<file path="config.mk">
export PLATFORM = sky130hd
export DESIGN_NAME = rr_mux_sel_arbiter
export DESIGN_NICKNAME = d
export VERILOG_FILES = /design/src/rtl/rr_mux_sel_arbiter.sv
export SDC_FILE = /design/constraint.sdc
export NUM_CORES = 1
export LEC_CHECK = 0
export BUFFER_PORTS_ARGS = -buffer_cell sky130_fd_sc_hd__buf_2
export CAP_MARGIN = 20
export CORE_MARGIN = 5
export CORE_UTILIZATION = 45
export CTS_BUF_LIST = sky130_fd_sc_hd__clkbuf_2 sky130_fd_sc_hd__clkbuf_4 sky130_fd_sc_hd__clkbuf_8
export DETAILED_ROUTE_END_ITERATION = 7
export PLACE_DENSITY = 0.78
export SLEW_MARGIN = 20
export SYNTH_ARGS = -nofsm -noshare
export SYNTH_HDL_FRONTEND = slang
export SYNTH_SLANG_ARGS = --single-unit
</file>
<file path="constraint.sdc">
create_clock -name clk -period 1.7 [get_ports clk]
set_input_delay 0.255 -clock clk [delete_from_list [all_inputs] [get_ports clk]]
set_output_delay 0.255 -clock clk [all_outputs]
set_load 0.05 [all_outputs]
</file>
<file path="src/rtl/rr_mux_sel_arbiter.sv">
// Round-robin arbiter that drives the 4:1 mux selects, holding them until the consumer accepts.
// Optional grant timeout is enabled by defining RR_ARB_TIMEOUT_EN.
module rr_mux_sel_arbiter #(
   parameter int GUARD_CYCLES   = 1,
   parameter int TIMEOUT_CYCLES = 8
) (
   input  logic       clk,
   input  logic       rst,
   input  logic [3:0] req,
   input  logic       out_ready,
   output logic       s0,
   output logic       s1,
   output logic [3:0] grant,
   output logic       sel_valid,
   output logic       xfer,
   output logic       timeout
);

   // state | meaning
   // IDLE  | evaluating requests, no grant outstanding
   // GRANT | one source granted, selects held until accepted or withdrawn
   // GUARD | dead cycles after a transfer, requests ignored
   typedef enum logic [1:0] {IDLE, GRANT, GUARD} state_t;

   state_t     state;
   logic [1:0] ptr;
   logic [1:0] idx;
   logic [1:0] pick;
   logic [1:0] cand;
   logic [3:0] guard_cnt;
`ifdef RR_ARB_TIMEOUT_EN
   logic [7:0] wait_cnt;
`endif

   // Search ptr+1 .. ptr+4; iterating backwards lets the nearest requester win.
   always_comb begin
      pick = 2'd0;
      cand = 2'd0;
      for (int k = 4; k >= 1; k--) begin
         cand = ptr + 2'(k);
         if (req[cand]) pick = cand;
      end
   end

   always_ff @(posedge clk) begin
      if (rst) begin
         state     <= IDLE;
         ptr       <= 2'd3;
         idx       <= 2'd0;
         guard_cnt <= 4'd0;
         s0        <= 1'b0;
         s1        <= 1'b0;
         grant     <= 4'b0000;
         sel_valid <= 1'b0;
         xfer      <= 1'b0;
         timeout   <= 1'b0;
`ifdef RR_ARB_TIMEOUT_EN
         wait_cnt  <= 8'd0;
`endif
      end else begin
         xfer    <= 1'b0;
         timeout <= 1'b0;
         case (state)
            IDLE: begin
               if (|req) begin
                  idx       <= pick;
                  s1        <= pick[1];
                  s0        <= pick[0];
                  grant     <= 4'b0001 << pick;
                  sel_valid <= 1'b1;
                  state     <= GRANT;
`ifdef RR_ARB_TIMEOUT_EN
                  wait_cnt  <= 8'd0;
`endif
               end
            end
            GRANT: begin
               if (out_ready) begin
                  xfer      <= 1'b1;
                  ptr       <= idx;
                  grant     <= 4'b0000;
                  sel_valid <= 1'b0;
                  if (GUARD_CYCLES > 0) begin
                     state     <= GUARD;
                     guard_cnt <= 4'(GUARD_CYCLES - 1);
                  end else begin
                     state <= IDLE;
                  end
               end else if (!req[idx]) begin
                  // Source gave up before acceptance: no transfer, priority unchanged.
                  grant     <= 4'b0000;
                  sel_valid <= 1'b0;
                  state     <= IDLE;
`ifdef RR_ARB_TIMEOUT_EN
               end else if (wait_cnt == 8'(TIMEOUT_CYCLES - 1)) begin
                  // Stuck source is treated as served so it drops to lowest priority.
                  timeout   <= 1'b1;
                  ptr       <= idx;
                  grant     <= 4'b0000;
                  sel_valid <= 1'b0;
                  if (GUARD_CYCLES > 0) begin
                     state     <= GUARD;
                     guard_cnt <= 4'(GUARD_CYCLES - 1);
                  end else begin
                     state <= IDLE;
                  end
               end else begin
                  wait_cnt <= wait_cnt + 8'd1;
`endif
               end
            end
            GUARD: begin
               if (guard_cnt == 4'd0) state <= IDLE;
               else                   guard_cnt <= guard_cnt - 4'd1;
            end
            default: state <= IDLE;
         endcase
      end
   end

endmodule

</file>
==> run_results.csv, run 1 <==
group,metric,value,unit
floorplan,io_pins,16,
power_and_ir_drop,p_leak,0.000402,uW
timing,setup-tns-final,0,ps
place,gp_congestion,0.715,
clock_tree,numCtsBuffers,3,
logic_synthesis,seq_area_frac_synth,39.7,%
timing,slew_viol_final,0,
floorplan,die_w,52.4,um
timing,slew_headroom,55.2,%
logic_synthesis,synth_nets,92,
place,dp_hpwl,1190,um
grt,first_global_vias,604,
clock_tree,cts_tree,"built",
min_path,hold_path_class,"in2reg",
clock_tree,clk_pin_slew_worst_paths,90,ps
cells_and_area,diodes,0,
clock_tree,cts.sinks,16,
logic_synthesis,syn-cell-area,807,um^2
floorplan,dieArea,2740,um^2
setup_path,path_max_fanout,8,
grt,grt_util_all_layers,12.8,%
logic_synthesis,async_flop_share,0,%
timing,setup_viol,0,
timing,fin_crit_sh,93.9,%
cells_and_area,fin_nets,109,
drt,wirelength,1530,um
logic_synthesis,synthCells,84,
clock_tree,cts_buffer_depth,2,
power_and_ir_drop,p_total,919,uW
clock_tree,htreeDepth,1,
clock_tree,cts_root_buf,"clkbuf_4",
cells_and_area,fillCellCount,165,
drt,route.detailed.drc,0,
setup_path,required,1940,ps
clock_tree,cts_resized,0,
timing,hold_viol,0,
timing,tightest_slew,666,ps
outcome,outcome,"finished clean",
grt,grt_max_degree,10,
logic_synthesis,ys_warn_count,0,
drt,drt_iter0_markers,15,
cells_and_area,syn_to_final_growth,14.4,%
logic_synthesis,ys_ff_latch,16,
drt,ant_nets,0,
logic_synthesis,synth_edf_count,0,
drt,drt_first_pass_iters,4,
cells_and_area,layout.cells.non_filler,125,
clock_tree,clk_latency,290,ps
grt,grt-ovfl-total,0,
timing,max_freq,0.627,GHz
setup_path,start_kind,"flip-flop",
place,placed_cells,121,
setup_path,arrival,1840,ps
flow_run,cap_violations,0,
setup_path,critical_path_class,"reg2reg",
cells_and_area,multi_input_area,442,um^2
power_and_ir_drop,p_per_area,996,nW/um^2
floorplan,core,1710,um^2
timing,layout_min_cycle_time,1600,ps
grt,antenna_found_initial,0,
cells_and_area,drive_above_1_share,26.0,%
timing,finalClockSkew,4.59,ps
place,io_buffers,14,
floorplan,initial_utilization,47.3,%
grt,grt_pass1_wl,2570,um
setup_path,cp-end-kind,"flip-flop",
floorplan,die_h,52.4,um
drt,dr_total_vias,673,
logic_synthesis,syn_avg_cell_area,9.61,um^2
cells_and_area,ff_latch_area,322,um^2
clock_tree,post_cts_buffers,0,
drt,via_per_inst,5.38,
logic_synthesis,synth_cell_types,39,
logic_synthesis,synth_ff_type,"dfxtp_1",
floorplan,num_rows,15,
timing,rsz0062_at_grt,"no",
clock_tree,cts_hold_buf,0,
power_and_ir_drop,ir_drop,642,uV
drt,avgRoutedWirePerCell,12.3,um
[where the power goes]
group	leakage, uW	switching [uW]	internal [uW]
Sequential	0.000132	32.0	408
Clock	0.0000210	120	131
Combinational	0.000249	143	85.6
Total	0.000402	295	625
[worst max-delay path, cell delays in order (launching register included)]
cell	delay, ps
dfxtp_1	330
inv_1	60
ha_1	200
nor3b_1	140
o22a_2	240
or4b_1	500
nand2_1	70
[worst paths after layout]
| check | cells past startpoint | end | slack (ps) | start |
|---|---|---|---|---|
| worst min-delay path | 3 | xfer | 250 | out_ready |
| worst min register to register | 1 | sel_valid | 460 | sel_valid |
| worst max-delay path | 6 | guard_cnt[3] | 100 | guard_cnt[0] |
| worst max register to register | 6 | guard_cnt[3] | 100 | guard_cnt[0] |
[kinds of logic (layout without fill, tap and decap cells)]
logic type | count (synthesis) | in the layout | synth area share, %
and+or+nand+nor | 34 | 34 | 26.4
AOI/OAI and AO/OA | 18 | 18 | 17.8
DFF | 16 | 16 | 39.7
buffers and inverters | 7 | 23 | 5.58
muxes | 6 | 6 | 7.44
adders and majority gates | 1 | 1 | 1.55
other | 1 | 1 | 0.465
xor gates and xnor gates | 1 | 1 | 1.09
[Yosys cell counts (2+ instances only)]
cell       number  area share, %
a21boi_0        2            1.9
a21o_1          2            1.9
buf_6           2            2.8
dfxtp_1        16             40
inv_1           4            1.9
mux2i_1         6            7.4
nand2_1         6            2.8
nand2b_1        5            3.9
nor2_1          4            1.9
nor3_1          5            3.1
o211ai_1        2            1.9
o2bb2ai_1       2            2.2
or3_1           2            1.6
[metal layers]
metal  GRT usage (%)  vias to the layer above  part of all wire (%)
met4            6.38                        0                   2.0
met1            14.5                      317                    48
li1                -                      336                     -
met3            4.27                        4                   4.6
met5               0                        -                     0
met2            21.1                       16                    45
[cell type report]
cell class                 instances  area share, %
timing repair buffer              15           8.40
sequential                        16           34.8
tap                               25           3.39
inverter                           4           1.63
multi-input combinational         61           47.8
clock buffer                       4           3.93
[layout by cell type (no fill, tap or decap), types with 2 or more instances in the layout]
cell and n:
mux2i_1 6, inv_1 4, nand2b_1 5, o2bb2ai_1 2
buf_2 14, dfxtp_1 15, nor2_1 4, clkbuf_4 3
a21o_1 2, nor3_1 5, nand2_1 6, or3_1 2
o211ai_1 2, a21boi_0 2
[per-stage QoR]
| step | area (um^2) | hold slack (ps) | util, % | setup slack, ps |
|---|---|---|---|---|
| 6_report | 923 | 250 | 54.1 | 104 |
| 5_1_grt | 923 | 242 | 54.1 | 0.647 |
| 4_1_cts | 923 | 240 | 54.1 | 98.8 |
| 3_5_place_dp | 887 | 440 | 51.9 | 121 |
| 3_3_place_gp | 887 | 433 | 51.9 | 172 |
| 2_1_floorplan | 808 | 405 | - | 56.0 |
[sequential cells by signal (all words and copies together), names as in the netlist]
name	cells
grant	4
guard_cnt	4
idx	2
ptr	2
sel_valid	1
state	2
xfer	1
(Power assumes the default switching activity.)
==> inputs of run 2 (changes only) <==
- CORE_ASPECT_RATIO: default -> 1.25
==> run_results.csv, run 2 (synthesis gave the netlist of run 1 again) <==
group,metric,value,unit
drt,ant_nets,0,
clock_tree,htreeDepth,1,
setup_path,r2r_setup_slack,80,ps
timing,setup_viol,0,
clock_tree,cts_root_buf,"clkbuf_4",
grt,grt-ovfl-total,0,
timing,finalClockSkew,3.07,ps
flow_run,cap_violations,0,
place,io_buffers,14,
grt,first_global_vias,677,
cells_and_area,final_common_cell,"buf_2",
setup_path,critical_path_class,"reg2reg",
grt,grt_pass1_wl,2700,um
floorplan,io_pins,16,
drt,drt_iter0_markers,5,
setup_path,crit_chain,"inv_1 -> ha_1 -> nor3b_1 -> o22a_2 -> or4b_1 -> nand2_1",
cells_and_area,reg_top3,"grant: 4 flops, guard_cnt: 4 flops",
floorplan,initial_utilization,46.3,%
setup_path,r2r-start,"guard_cnt[0]",
cells_and_area,fin_nets,111,
floorplan,die_h,57.3,um
floorplan,core,1740,um^2
drt,via_per_inst,5.54,
drt,dr_total_vias,670,
timing,hold_viol,0,
grt,antenna_found_initial,0,
floorplan,dieArea,2750,um^2
timing,rsz0062_at_grt,"no",
cells_and_area,drive_above_1_share,29.4,%
place,dp_hpwl,1220,um
cells_and_area,diodes,0,
setup_path,rr_worst_depth,6,
clock_tree,cts_hold_buf,0,
setup_path,crit_start,"guard_cnt[0]",
setup_path,start_kind,"flip-flop",
setup_path,arrival,1840,ps
outcome,outcome,"finished clean",
min_path,hold_path_class,"in2reg",
drt,drt_first_pass_iters,4,
cells_and_area,final_cell_mix,"14 x buf_2, 13 x dfxtp_1, 6 x nand2_1, 6 x mux2i_1",
setup_path,required,1920,ps
drt,route.detailed.drc,0,
clock_tree,cts_tree,"built",
setup_path,crit_end,"guard_cnt[3]",
floorplan,die_w,47.9,um
floorplan,num_rows,17,
clock_tree,cts_buffer_depth,2,
power_and_ir_drop,p_per_area,987,nW/um^2
place,place_area,872,um^2
timing,setup-tns-final,0,ps
timing,tightest_slew,716,ps
timing,slew_viol_final,0,
clock_tree,clk_latency,280,ps
clock_tree,numCtsBuffers,3,
setup_path,slowest_delay,500,ps
timing,fin_crit_sh,95.1,%
drt,avgRoutedWirePerCell,12.8,um
cells_and_area,final_area,933,um^2
grt,grt_max_degree,10,
cells_and_area,fillCellCount,175,
setup_path,r2r_end,"guard_cnt[3]",
timing,max_freq,0.619,GHz
setup_path,path_max_fanout,8,
clock_tree,cts.sinks,16,
setup_path,cp-end-kind,"flip-flop",
power_and_ir_drop,ir_drop,666,uV
cells_and_area,syn_to_final_growth,15.7,%
clock_tree,clk_pin_slew_worst_paths,90,ps
place,gp_congestion,0.824,
setup_path,worst_path_max_delay_cell,"or4b_1",
timing,slew_headroom,51.8,%
drt,wirelength,1550,um
grt,grt_util_all_layers,13.4,%
timing,layout_min_cycle_time,1620,ps
power_and_ir_drop,p_leak,0.000411,uW
run 2: cell types whose count changed in the layout (fill, tap and decap cells not counted):
cell,previous run,this run
dfxtp_2,1,3
dfxtp_1,15,13
buf_4,1,3
run 2: final cells by class:
type | instances | area (um^2) | area share, %
repair buffers | 17 | 92.6 | 9.92
clock buffers | 4 | 36.3 | 3.89
inverters | 4 | 15.0 | 1.61
multi-input cells | 61 | 442 | 47.3
flip-flops and latches | 16 | 324 | 34.7
well taps | 19 | 23.8 | 2.55
run 2: metal layers:
layer / GRT usage [%] / part of all wire [%]
met3: 4.42 / 4.3
met4: 6.92 / 1.0
met2: 21.4 / 53
met5: 0 / 0
met1: 15.2 / 42
run 2: through the flow:
stage	util, %	std cells	setup slack (ps)	power, uW	hold WS (ps)
2_1_floorplan	-	84	56.0	629	405
4_1_cts	52.1	118	71.7	926	260
6_report	53.5	121	83.9	921	268
3_3_place_gp	50.0	114	173	670	431
5_1_grt	53.5	121	10.6	982	269
3_5_place_dp	50.0	114	91.3	679	441
run 2: power breakdown:
part	switching [uW]	leakage (uW)	internal, uW	total, uW
Clock	112	0.0000210	130	242
Sequential	31.5	0.000133	409	440
Combinational	146	0.000258	92.3	239
Total	290	0.000411	631	921
run 2: worst min path at each step:
| stage | cells past startpoint | endpoint | slack (ps) | startpoint |
|---|---|---|---|---|
| floorplan | 2 | xfer | 410 | out_ready |
| global placement | 1 | sel_valid | 430 | sel_valid |
| detailed placement | 1 | grant[2] | 440 | grant[2] |
| CTS | 3 | xfer | 260 | out_ready |
| global route | 2 | idx[1] | 270 | rst |
| finish | 2 | guard_cnt[1] | 270 | rst |
run 2: repair_timing:
item                                    in CTS  in global routing
gates resized for setup                      0                  2
endpoints found under the setup margin       0                  1
buffers inserted                             0                  3
hold endpoints to repair                     0                  0
run 2: critical path, delay by kind of cell (launching register included):
| kind | cells | cell delay [ps] |
|---|---|---|
| AO/OA/AOI/OAI | 1 | 250 |
| AND/OR/NAND/NOR | 3 | 720 |
| adder cells (fa/ha/maj) | 1 | 200 |
| buffers and inverters | 1 | 50 |
| flip-flops | 1 | 330 |
==> inputs of run 3 (changes only) <==
- CELL_PAD_IN_SITES_DETAIL_PLACEMENT: default -> 0
- CELL_PAD_IN_SITES_GLOBAL_PLACEMENT: default -> 1
- PLACE_DENSITY: 0.78 -> 0.95
- clock period: 1.7 -> 2 ns (I/O delays scaled with it)
==> run_results.csv, run 3 (synthesis gave the netlist of run 1 again) <==
group,metric,value,unit
cells_and_area,drive_above_1_share,24.2,%
clock_tree,cts_buffer_depth,2,
timing,hold_viol,0,
clock_tree,htreeDepth,1,
timing,tightest_slew,683,ps
drt,via_per_inst,5.45,
clock_tree,cts_tree,"built",
timing,layout_min_cycle_time,1640,ps
timing,rsz0062_at_grt,"no",
floorplan,initial_utilization,46.3,%
cells_and_area,diodes,0,
place,place_area,871,um^2
floorplan,die_w,47.9,um
min_path,hold_path_class,"in2reg",
place,pre_cts_ws,360,ps
clock_tree,clk_pin_slew_worst_paths,90,ps
timing,setup_ws,361,ps
outcome,outcome,"finished clean",
clock_tree,post_cts_buffers,0,
timing,max_freq,0.610,GHz
cells_and_area,final_area,907,um^2
floorplan,core,1740,um^2
power_and_ir_drop,p_leak,0.000397,uW
setup_path,r2r-start,"idx[1]",
setup_path,path_max_fanout,5,
cells_and_area,syn_to_final_growth,12.4,%
min_path,min_delay_path_depth,2,
cells_and_area,fin_nets,108,
drt,drt_first_pass_iters,4,
grt,grt_pass1_wl,2440,um
floorplan,die_h,57.3,um
grt,grt-ovfl-total,0,
drt,wirelength,1460,um
grt,first_global_vias,612,
clock_tree,cts_resized,0,
grt,grt_max_degree,10,
drt,dr_total_vias,643,
setup_path,slowest_delay,530,ps
setup_path,critical_path_class,"reg2reg",
setup_path,arrival,1820,ps
drt,drt_iter0_markers,8,
setup_path,r2r_setup_slack,360,ps
timing,fin_crit_sh,82.0,%
place,dp_hpwl,1170,um
setup_path,required,2180,ps
grt,grt_util_all_layers,12.2,%
timing,finalClockSkew,3.09,ps
timing,slew_headroom,54.1,%
cells_and_area,final_cell_mix,"16 x dfxtp_1, 14 x buf_2, 6 x nand2_1, 6 x mux2i_1",
clock_tree,clk_latency,280,ps
setup_path,crit_chain,"mux2i_1 -> nor4bb_1 -> o41a_2 -> a22o_1",
timing,setup_viol,0,
clock_tree,numCtsBuffers,3,
floorplan,num_rows,17,
setup_path,start_kind,"flip-flop",
setup_path,rr_worst_depth,4,
power_and_ir_drop,ir_drop,452,uV
drt,avgRoutedWirePerCell,12.4,um
setup_path,cp-end-kind,"flip-flop",
drt,route.detailed.drc,0,
timing,setup-tns-final,0,ps
clock_tree,cts_root_buf,"clkbuf_4",
timing,slew_viol_final,0,
drt,ant_nets,0,
min_path,hold_end,"guard_cnt[1]",
place,gp_congestion,0.741,
setup_path,r2r_end,"grant[1]",
place,io_buffers,14,
clock_tree,cts.sinks,16,
flow_run,cap_violations,0,
clock_tree,cts_hold_buf,0,
cells_and_area,final_common_cell,"dfxtp_1",
cells_and_area,reg_top3,"grant: 4 flops, guard_cnt: 4 flops",
power_and_ir_drop,p_per_area,853,nW/um^2
floorplan,dieArea,2750,um^2
min_path,worstHoldStart,"rst",
grt,antenna_found_initial,0,
floorplan,io_pins,16,
setup_path,worst_path_max_delay_cell,"o41a_2",
-- run 3: cell types whose count changed in the layout (fill, tap and decap cells not counted) --
cell,change
buf_4,-3
dfxtp_1,+3
dfxtp_2,-3
-- run 3: layer usage --
layer	share of wire (%)	global-route usage [%]	vias up	routed length, um
li1	-	-	331	-
met1	45	15.7	296	658
met2	49	18.0	12	718
met3	4.4	3.79	4	64
met4	1.3	5.77	0	19
met5	0	0	-	0
-- run 3: power by group --
part           switching [uW]  leakage, uW  internal [uW]
combinational             121     0.000244           71.5
sequential               26.8     0.000131            347
clock                    97.2    0.0000210            111
total                     245     0.000397            529
-- run 3: worst max-delay path by stage --
| stage | from | cells past startpoint | endpoint |
|---|---|---|---|
| floorplan | idx[1] | 4 | grant[1] |
| global placement | idx[1] | 4 | grant[1] |
| detailed placement | idx[1] | 4 | grant[1] |
| CTS | idx[1] | 4 | grant[1] |
| global route | idx[1] | 4 | grant[1] |
| finish | idx[1] | 4 | grant[1] |
-- run 3: per-stage QoR --
stage | utilization [%] | total power, uW | hold slack (ps) | cells
floorplan | - | 534 | 439 | 84
global placement | 49.9 | 570 | 430 | 114
detailed placement | 49.9 | 575 | 441 | 114
CTS | 52.0 | 784 | 305 | 118
global route | 52.0 | 829 | 305 | 118
finish | 52.0 | 774 | 310 | 118
-- run 3: critical path, delay by kind of cell, from the launching register on --
family | cells | cell delay (ps)
AOI/OAI and AO/OA | 2 | 780
DFF | 1 | 440
muxes | 1 | 240
and+or+nand+nor | 1 | 90
-- run 3: area by class of cell --
| cell class | instances | area (um^2) |
|---|---|---|
| Clock buffer | 4 | 36.3 |
| Multi-Input combinational cell | 61 | 442 |
| Tap cell | 19 | 23.8 |
| Sequential cell | 16 | 320 |
| Inverter | 4 | 15.0 |
| Timing Repair Buffer | 14 | 70.1 |
| Fill cell | 181 | 837 |
